==> src/rtl/tick_sequencer_pkg.sv <==
// tick_sequencer_pkg: shared encodings and helpers for the tick sequencer
//   SPD_*     speed_sel encodings (index of the selected divider output)
//   state_t   FSM state encodings, also the value driven on the state port
//   to_bcd    integer 0..99 to packed two-digit BCD
package tick_sequencer_pkg;
   localparam logic [1:0] SPD_025HZ = 2'b00;
   localparam logic [1:0] SPD_05HZ  = 2'b01;
   localparam logic [1:0] SPD_1HZ   = 2'b10;
   localparam logic [1:0] SPD_2HZ   = 2'b11;
   typedef enum logic [1:0] {
      ST_IDLE  = 2'b00,
      ST_RUN   = 2'b01,
      ST_PAUSE = 2'b10,
      ST_DONE  = 2'b11
   } state_t;
   function automatic logic [7:0] to_bcd(input int n);
      return {4'(n / 10), 4'(n % 10)};
   endfunction
endpackage

==> src/rtl/tick_sequencer_slow_clk_sync.sv <==
// tick_sequencer_slow_clk_sync: two-flop synchroniser for one slow divider output
//   CLOCK_50  in   system clock
//   reset     in   asynchronous, active-high
//   d         in   asynchronous level
//   q         out  level synchronised to CLOCK_50
module tick_sequencer_slow_clk_sync (
   input  logic CLOCK_50,
   input  logic reset,
   input  logic d,
   output logic q
);
   logic meta;
   always_ff @(posedge CLOCK_50 or posedge reset)
      if (reset) {q, meta} <= 2'b00;
      else       {q, meta} <= {meta, d};
endmodule

==> src/rtl/tick_sequencer.sv <==
// tick_sequencer: turns a selected slow square wave into single-cycle ticks that step
// a run/pause/done FSM driving a bouncing one-hot LED sweep and a BCD step counter
//   CLOCK_50   in   system clock
//   reset      in   asynchronous, active-high
//   C025Hz..C2Hz in slow square waves, treated as data
//   speed_sel  in   selects which square wave produces ticks
//   start      in   one-cycle pulse: (re)start a run from step 00
//   pause      in   one-cycle pulse: toggle RUN/PAUSE
//   tick       out  registered one-cycle pulse per selected rising edge
//   state      out  FSM state
//   leds       out  one-hot sweep position, all ones when done
//   step_bcd   out  two-digit BCD steps taken in the current run
//   done       out  high while in DONE
module tick_sequencer
   import tick_sequencer_pkg::*;
#(
   parameter int LED_W     = 8,
   parameter int MAX_STEPS = 60
) (
   input  logic             CLOCK_50,
   input  logic             reset,
   input  logic             C025Hz,
   input  logic             C05Hz,
   input  logic             C1Hz,
   input  logic             C2Hz,
   input  logic [1:0]       speed_sel,
   input  logic             start,
   input  logic             pause,
   output logic             tick,
   output logic [1:0]       state,
   output logic [LED_W-1:0] leds,
   output logic [7:0]       step_bcd,
   output logic             done
);
   localparam int         PW   = (LED_W > 1) ? $clog2(LED_W) : 1;
   localparam logic [7:0] LAST = to_bcd(MAX_STEPS - 1);
   logic [3:0]    raw, sync;
   logic [1:0]    sel_q;
   logic [2:0]    warm;
   logic          lvl, prev, hold, rise;
   state_t        st, st_n;
   logic [PW-1:0] pos, pos_n;
   logic          up, up_n;
   logic [7:0]    step, step_n;
   assign raw[SPD_025HZ] = C025Hz;
   assign raw[SPD_05HZ]  = C05Hz;
   assign raw[SPD_1HZ]   = C1Hz;
   assign raw[SPD_2HZ]   = C2Hz;
   for (genvar i = 0; i < 4; i++) begin : g_sync
      tick_sequencer_slow_clk_sync u_sync (
         .CLOCK_50 (CLOCK_50),
         .reset    (reset),
         .d        (raw[i]),
         .q        (sync[i])
      );
   end
   assign lvl = sync[speed_sel];
   // Edges are suppressed while the source is switching and until the synchroniser has
   // been refilled after reset, so a source that is already high never produces a tick.
   assign hold = (speed_sel != sel_q) || !warm[2];
   assign rise = lvl && !prev && !hold;
   always_ff @(posedge CLOCK_50 or posedge reset)
      if (reset) begin
         sel_q <= '0;
         warm  <= '0;
         prev  <= 1'b0;
         tick  <= 1'b0;
      end else begin
         sel_q <= speed_sel;
         warm  <= {warm[1:0], 1'b1};
         prev  <= lvl;
         tick  <= rise;
      end
   always_ff @(posedge CLOCK_50 or posedge reset)
      if (reset) begin
         st   <= ST_IDLE;
         pos  <= '0;
         up   <= 1'b1;
         step <= '0;
      end else begin
         st   <= st_n;
         pos  <= pos_n;
         up   <= up_n;
         step <= step_n;
      end
   always_comb begin
      st_n   = st;
      pos_n  = pos;
      up_n   = up;
      step_n = step;
      if (start) begin
         st_n   = ST_RUN;
         pos_n  = '0;
         up_n   = 1'b1;
         step_n = '0;
      end else if (st == ST_RUN) begin
         if (rise) begin
            pos_n  = up ? pos + 1'b1 : pos - 1'b1;
            up_n   = up ? (pos_n != PW'(LED_W - 1)) : (pos_n == '0);
            step_n = (step[3:0] == 4'd9) ? {step[7:4] + 4'd1, 4'd0} : step + 8'd1;
         end
         st_n = (rise && step == LAST) ? ST_DONE : pause ? ST_PAUSE : ST_RUN;
      end else if (st == ST_PAUSE && pause) begin
         st_n = ST_RUN;
      end
   end
   always_comb begin
      leds = (st == ST_DONE) ? '1 : (st == ST_IDLE) ? '0 : LED_W'(1) << pos;
      done = (st == ST_DONE);
   end
   assign state    = st;
   assign step_bcd = step;
endmodule

==> config.mk <==
export PLATFORM = sky130hd
export DESIGN_NAME = tick_sequencer
export DESIGN_NICKNAME = d
export VERILOG_FILES = /design/src/rtl/tick_sequencer_pkg.sv /design/src/rtl/tick_sequencer_slow_clk_sync.sv /design/src/rtl/tick_sequencer.sv
export SDC_FILE = /design/constraint.sdc
export NUM_CORES = 1
export LEC_CHECK = 0
export CAP_MARGIN = 20
export CORE_AREA = 10 10 68 70
export DETAILED_ROUTE_END_ITERATION = 6
export DIE_AREA = 0 0 78 80
export GPL_TIMING_DRIVEN = 0
export PLACE_DENSITY = 0.82
export SLEW_MARGIN = 25
export SYNTH_ARGS = -nofsm -noshare
export SYNTH_HDL_FRONTEND = slang
export SYNTH_SLANG_ARGS = --single-unit
export TNS_END_PERCENT = 30
==> constraint.sdc <==
create_clock -name CLOCK_50 -period 1.8 [get_ports CLOCK_50]
set_input_delay 0.36 -clock CLOCK_50 [delete_from_list [all_inputs] [get_ports CLOCK_50]]
set_output_delay 0.36 -clock CLOCK_50 [all_outputs]
set_load 0.01 [all_outputs]
After elaboration in Yosys (flattened, before gate mapping)

Cells that the tools add are included.
Widths: inputs -> output; s select.

Eq/ne operators: 7
Magnitude comparators: 1
Reductions and logical operators: 14
Add/subtract/negate cells: 4
Shift-type cells: 1
Mux-type cells: 21

Operators by type and width:

| operator            | count |
|---|---|
| $mux 8              | 6 |
| $mux 3              | 4 |
| $mux 2              | 5 |
| $add 8x1->8 const B | 1 |
| $eq 8x7->1 const B  | 1 |
| $shl 1x3->8 const A | 1 |
| $mux 1              | 5 |
| $add 4x1->4 const B | 1 |
| $eq 2x2->1 const B  | 2 |
| $eq 4x4->1 const B  | 1 |
| $logic_and 1x1->1   | 4 |
| $reduce_bool 2->1   | 2 |
| $add 3x1->3 const B | 1 |
| $logic_not 1->1     | 3 |
| $logic_not 3->1     | 1 |
| $lt 2x3->1 const B  | 1 |
| $ne 3x3->1 const B  | 1 |
| $reduce_bool 3->1   | 1 |
| $sub 3x1->3 const B | 1 |
| $bmux 1 s2          | 1 |
| $eq 2x1->1 const B  | 1 |
| $logic_not 2->1     | 1 |
| $ne 2x2->1          | 1 |
| $reduce_and 2->1    | 1 |
| $logic_or 1x1->1    | 1 |

Logic and storage cells: 64
Input bits: 10
Bits in registers: 29

Longest topological paths before layout

Word-level depth: 8
Mapped depth: 6
Depth with buffers taken out: 6

Hierarchy

A second synthesis with hierarchy kept.

Cells, all modules: 140
Area, all modules: 1,457.6 µm²

By module, submodules not included:

| module                       | area each (µm²) | cells each | times used |
|---|---|---|---|
| tick_sequencer               | 1,242.4         | 128        | 1 |
| tick_sequencer_slow_clk_sync | 53.8            | 3          | 4 |

Least setup slack after synthesis

No wires, ideal clock.

Path kind: reg2reg
Start: register pos[0]
End: register pos[2]
Library setup time: 0.078 ns
Period minus slack after synthesis: 1.726 ns
Cell stages (with the launch flop): 6
Arrival time: 1.648 ns
Slack: 0.074 ns
Data required time: 1.722 ns
Cell sequence: dfrtp_1 inv_1 fa_1 xnor2_1 or4_1 a21oi_1

Longest elaborated chain between the ends: 5
Elaborated cells on any way between the ends: 6
Classes of those cells: add/sub (2); mux (4)

RTL lines:

| what                                       | RTL line             | source |
|---|---|---|
| start, declared                            | tick_sequencer.sv:42 | `logic [PW-1:0] pos, pos_n;` |
| start signal, assigned                     | tick_sequencer.sv:82 | `pos <= pos_n;` |
| $sub 3x1->3 or $add 3x1->3 (tied branches) | tick_sequencer.sv:98 | `pos_n = up ? pos + 1'b1 : pos - 1'b1;` |
| $mux 3 (*)                                 | tick_sequencer.sv:98 |  |
| $mux 3 (*)                                 | tick_sequencer.sv:97 | `if (rise) begin` |
| $mux 3 (*)                                 | tick_sequencer.sv:96 | `end else if (st == ST_RUN) begin` |
| $mux 3 (*)                                 | tick_sequencer.sv:91 | `if (start) begin` |

Mark *: on every way between the ends. The rest lies on a longest branch, timed or not. The select of a mux whose other input is x is not followed.
A chain may end at the register's enable or synchronous reset.

Final worst setup path

Start: input port speed_sel[0]
End: register step[7] (netlist: step_bcd[7])

Longest elaborated chain between the ends: 6
Elaborated cells on any way between the ends: 9
Classes of those cells: eq/ne (1); mux (2); reduce/logical (6)

RTL lines:

| what                           | RTL line             | source |
|---|---|---|
| start, declared                | tick_sequencer.sv:26 | `input logic [1:0] speed_sel,` |
| $bmux 1 s2                     | tick_sequencer.sv:57 | `assign lvl = sync[speed_sel];` |
| $mux 1 (not written as such)   | tick_sequencer.sv:57 |  |
| via lvl                        | tick_sequencer.sv:40 | `logic lvl, prev, hold, rise;` |
| $logic_and 1x1->1 (2 in a row) | tick_sequencer.sv:61 | `assign rise = lvl && !prev && !hold;` |
| $reduce_bool 2->1 (no line)    | -                    |  |
| $reduce_and 2->1 (no line)     | -                    |  |
| end signal, assigned           | tick_sequencer.sv:84 | `step <= step_n;` |
| end, declared                  | tick_sequencer.sv:44 | `logic [7:0] step, step_n;` |

The timed path passes the listed nets, and every way through them passes these cells. The select of a mux whose other input is x is not followed.

==> impl_results.md <==
- Placed Area: 1802 um2
- WP buf/inv: 2
- CP peak stage delay: 380 ps
- Starting Density: 44.27%
- Top post-synthesis cells by area: dfrtp_1, ha_1, a21oi_1, o21ai_0, o31ai_1
- Synth-to-layout area growth: 30.98%
- Global-route wire length before repair: 5651 um
- Nets: 191
- Die Ht: 80 um
- Share of cells above drive strength 1: 25.29%
- Ys async rst share: 100.0%
- H-tree depth: 2
- Syn Inst Count: 137
- Synth unique cells: 35
- Arrival time worst endpoint: 1980 ps
- Slowest CP cell: mux4_2
- Final Non-Filler Cells: 220
- Synth area leader: dfrtp_1
- Clk slew on worst S/H paths: 100 ps
- DR vias/cell: 5.482
- WP depth: 6
- Final hold violations: 0
- Pwr dens: 754.2 nW/um2
- Critical path class: input pin to flop
- CTS tree: done
- Post-route clock period utilization: 98.07%
- CP required: 2020 ps
- R2r setup slk: 60 ps
- Total Neg Setup Slack: 0 ps
- PortBufs: 29
- R2r worst-path depth: 5
- CP startpoint: speed_sel[0]
- Iteration-0 DRC Markers: 107
- Final Util: 57.98%
- Largest net degree at the start of global routing: 30
- Crit-path leading delay family: multiplexers
- Routed via count: 1206
- Post-route DRC: 0
- Die Wd: 78 um
- EDFF count, synth: 0
- CTS Buf Count: 5
- Critical path startpoint category: input pin
- Leakage: 0.7919 nW
- Core Area: 3284 um2
- CTS Hold Bufs: 0
- Mapped cell area: 1454 um2
- GP Congestion: 0.8483
- Grt total ovfl: 0
- Antenna Cells: 0
- Number of synthesized register bits: 29
- CP Capture Type: flop
- Initial antenna violation count: 0
- FF-to-FF Start: sel_q[0]$_DFF_PP0_
- Slew Limit Fails: 0
- CTS max path bufs: 2
- Fin crit period: 1765 ps
- Crit Reg-Reg Endpoint: step_bcd[7]$_DFFE_PP0P_
- Final instance area: 1904 um2
- Primary FF master, synth: dfrtp_1
- Std-Cell Rows: 21
- Routed Antenna Nets: 0
- DRT Pass-1 Iters: 5
- Routed WL: 3467 um
- Warnings from Yosys: 0
- Fmax: 0.5665 GHz
- Clock Latency Late Sink: 330 ps
- Placed cell count: 212
- Clk root buf: clkbuf_4
- FILL cells: 286
- Vias in the first global route: 1248
- Class of the most critical hold timing path: input pin to flop
- Setup Viol. Count Final: 0
- Worst Path Max Fanout: 10
- Die Area: 6240 um2
- Max_slew headroom: 60.52%
- Setup repair after global routing missed its margin: yes
- Clock Sinks: 29
- Max-cap violations: 0
- Peak supply drop: 0.0005070 V
- Share of the synthesized area in the top cell type: 48.19%
- Net Count, Synth: 155
- Average cell area after synthesis: 10.61 um2
- Boundary pin count: 30
- Cell Chain, Critical Path: dlygate4sd2_1 > mux4_2 > nand4_4 > buf_6 > nor4_2 > mux2_2
- Crit path capture: step_bcd[7]$_DFFE_PP0P_
- GRT Total Usage: 11.31%
- DR WL/cell: 15.76 um
- Seq/Total Area, Yosys: 50.00%
- Slew @ Worst Pin: 591.4 ps
- Final HPWL DP: 2523 um
- Skew final: 6.250 ps
- Tot Pwr: 0.001436 W
- Outcome: completed
-- metal layers --
| layer | GRT usage (%) | share of wire (%) | wire, um |
|---|---|---|---|
| met5 | 0 | 0 | 0 |
| met4 | 3.763 | 1.2 | 43 |
| met3 | 5.856 | 9.1 | 316 |
| met2 | 19.73 | 51 | 1780 |
| met1 | 11.47 | 38 | 1327 |
-- cell families after synthesis --
| kind of cell | after synthesis | synth area share (%) |
|---|---|---|
| AO/OA/AOI/OAI | 39 | 16.09 |
| AND/OR/NAND/NOR | 37 | 16.09 |
| flip-flops | 29 | 50.00 |
| buffers and inverters | 16 | 4.647 |
| adder cells (fa/ha/maj) | 8 | 7.401 |
| XOR/XNOR | 4 | 2.409 |
| multiplexers | 3 | 3.098 |
| other | 1 | 0.2579 |
-- flip-flops by register name, indices dropped and copies added, names as in the netlist --
register	count
step_bcd	8
g_sync.u_sync.meta	4
g_sync.u_sync.q	4
pos	3
warm	3
sel_q	2
state	2
prev	1
tick	1
up	1
-- cells in the mapped netlist (2+ instances only) --
cell type,instances
mux2_2,2
nor2b_1,4
clkbuf_1,5
o21ai_0,12
inv_1,9
xnor2_1,4
o31ai_1,6
nand2b_1,2
a21oi_1,15
a31o_2,2
nand2_1,6
or4_1,6
nand4_1,3
nand3_1,4
dfrtp_1,28
nor2_1,4
ha_1,7
-- through the flow --
stage / hold WS, ps / setup slack, ps
detailed placement: 339.3 / -607.3
CTS: 334.9 / -102.0
finish: 262.5 / 34.67
floorplan: 331.2 / 74.03
global placement: 333.7 / -560.3
global route: 235.1 / -46.78
-- cells in the final DEF, fill, tap and decap left out, types with 2 or more instances in the layout --
cell type and instances:
mux2_2 2, o21ai_0 9, xnor2_1 3, ha_1 7
clkbuf_2 6, inv_1 6, clkbuf_1 3, inv_2 4
dfrtp_2 7, a21oi_1 15, nand3_1 4, clkbuf_4 5
clkdlybuf4s50_1 17, dfrtp_1 21, nor2_1 4, dlymetal6s2s_1 2
a31o_2 2, o21ai_2 2, o31ai_1 6, nand2_1 5
nand4_1 3, or4_1 6, dlygate4sd2_1 2, nor2b_1 4
-- power breakdown --
part / switching, W / leakage, nW / total (W) / internal, W
Clock: 0.000239 / 0.0445 / 0.000569 / 0.000330
Combinational: 0.000101 / 0.393 / 0.000172 / 0.0000715
Sequential: 0.0000196 / 0.355 / 0.000695 / 0.000675
Total: 0.000360 / 0.792 / 0.00144 / 0.00108
-- worst min-delay path by stage --
stage                              endpoint  cells after the start  slack, ps                             from
2_1_floorplan  g_sync[0].u_sync.q$_DFF_PP0_                      0        330  g_sync[0].u_sync.meta$_DFF_PP0_
3_3_place_gp              warm[1]$_DFF_PP0_                      0        330                warm[0]$_DFF_PP0_
3_5_place_dp              warm[2]$_DFF_PP0_                      0        340                warm[1]$_DFF_PP0_
4_1_cts                  sel_q[0]$_DFF_PP0_                      1        330                     speed_sel[0]
5_1_grt                  sel_q[1]$_DFF_PP0_                      1        240                     speed_sel[1]
6_report                 sel_q[1]$_DFF_PP0_                      1        260                     speed_sel[1]
-- cell type report --
cell class,count,area [um2],area share [%]
inverter,10,37.54,1.971
clock buffer,6,51.30,2.694
multi-input combinational,92,688.2,36.14
tap,46,57.56,3.022
sequential,29,735.7,38.63
timing repair buffer,30,269.0,14.13
buffer,5,27.53,1.445
clock inverter,2,37.54,1.971
-- what timing repair did --
action	in CTS	in global routing
setup buffers	0	1
pin swaps	0	1
endpoints found under the setup margin	18	18
gates resized for setup	27	26
No activity file was read; power rests on OpenSTA's default activity.
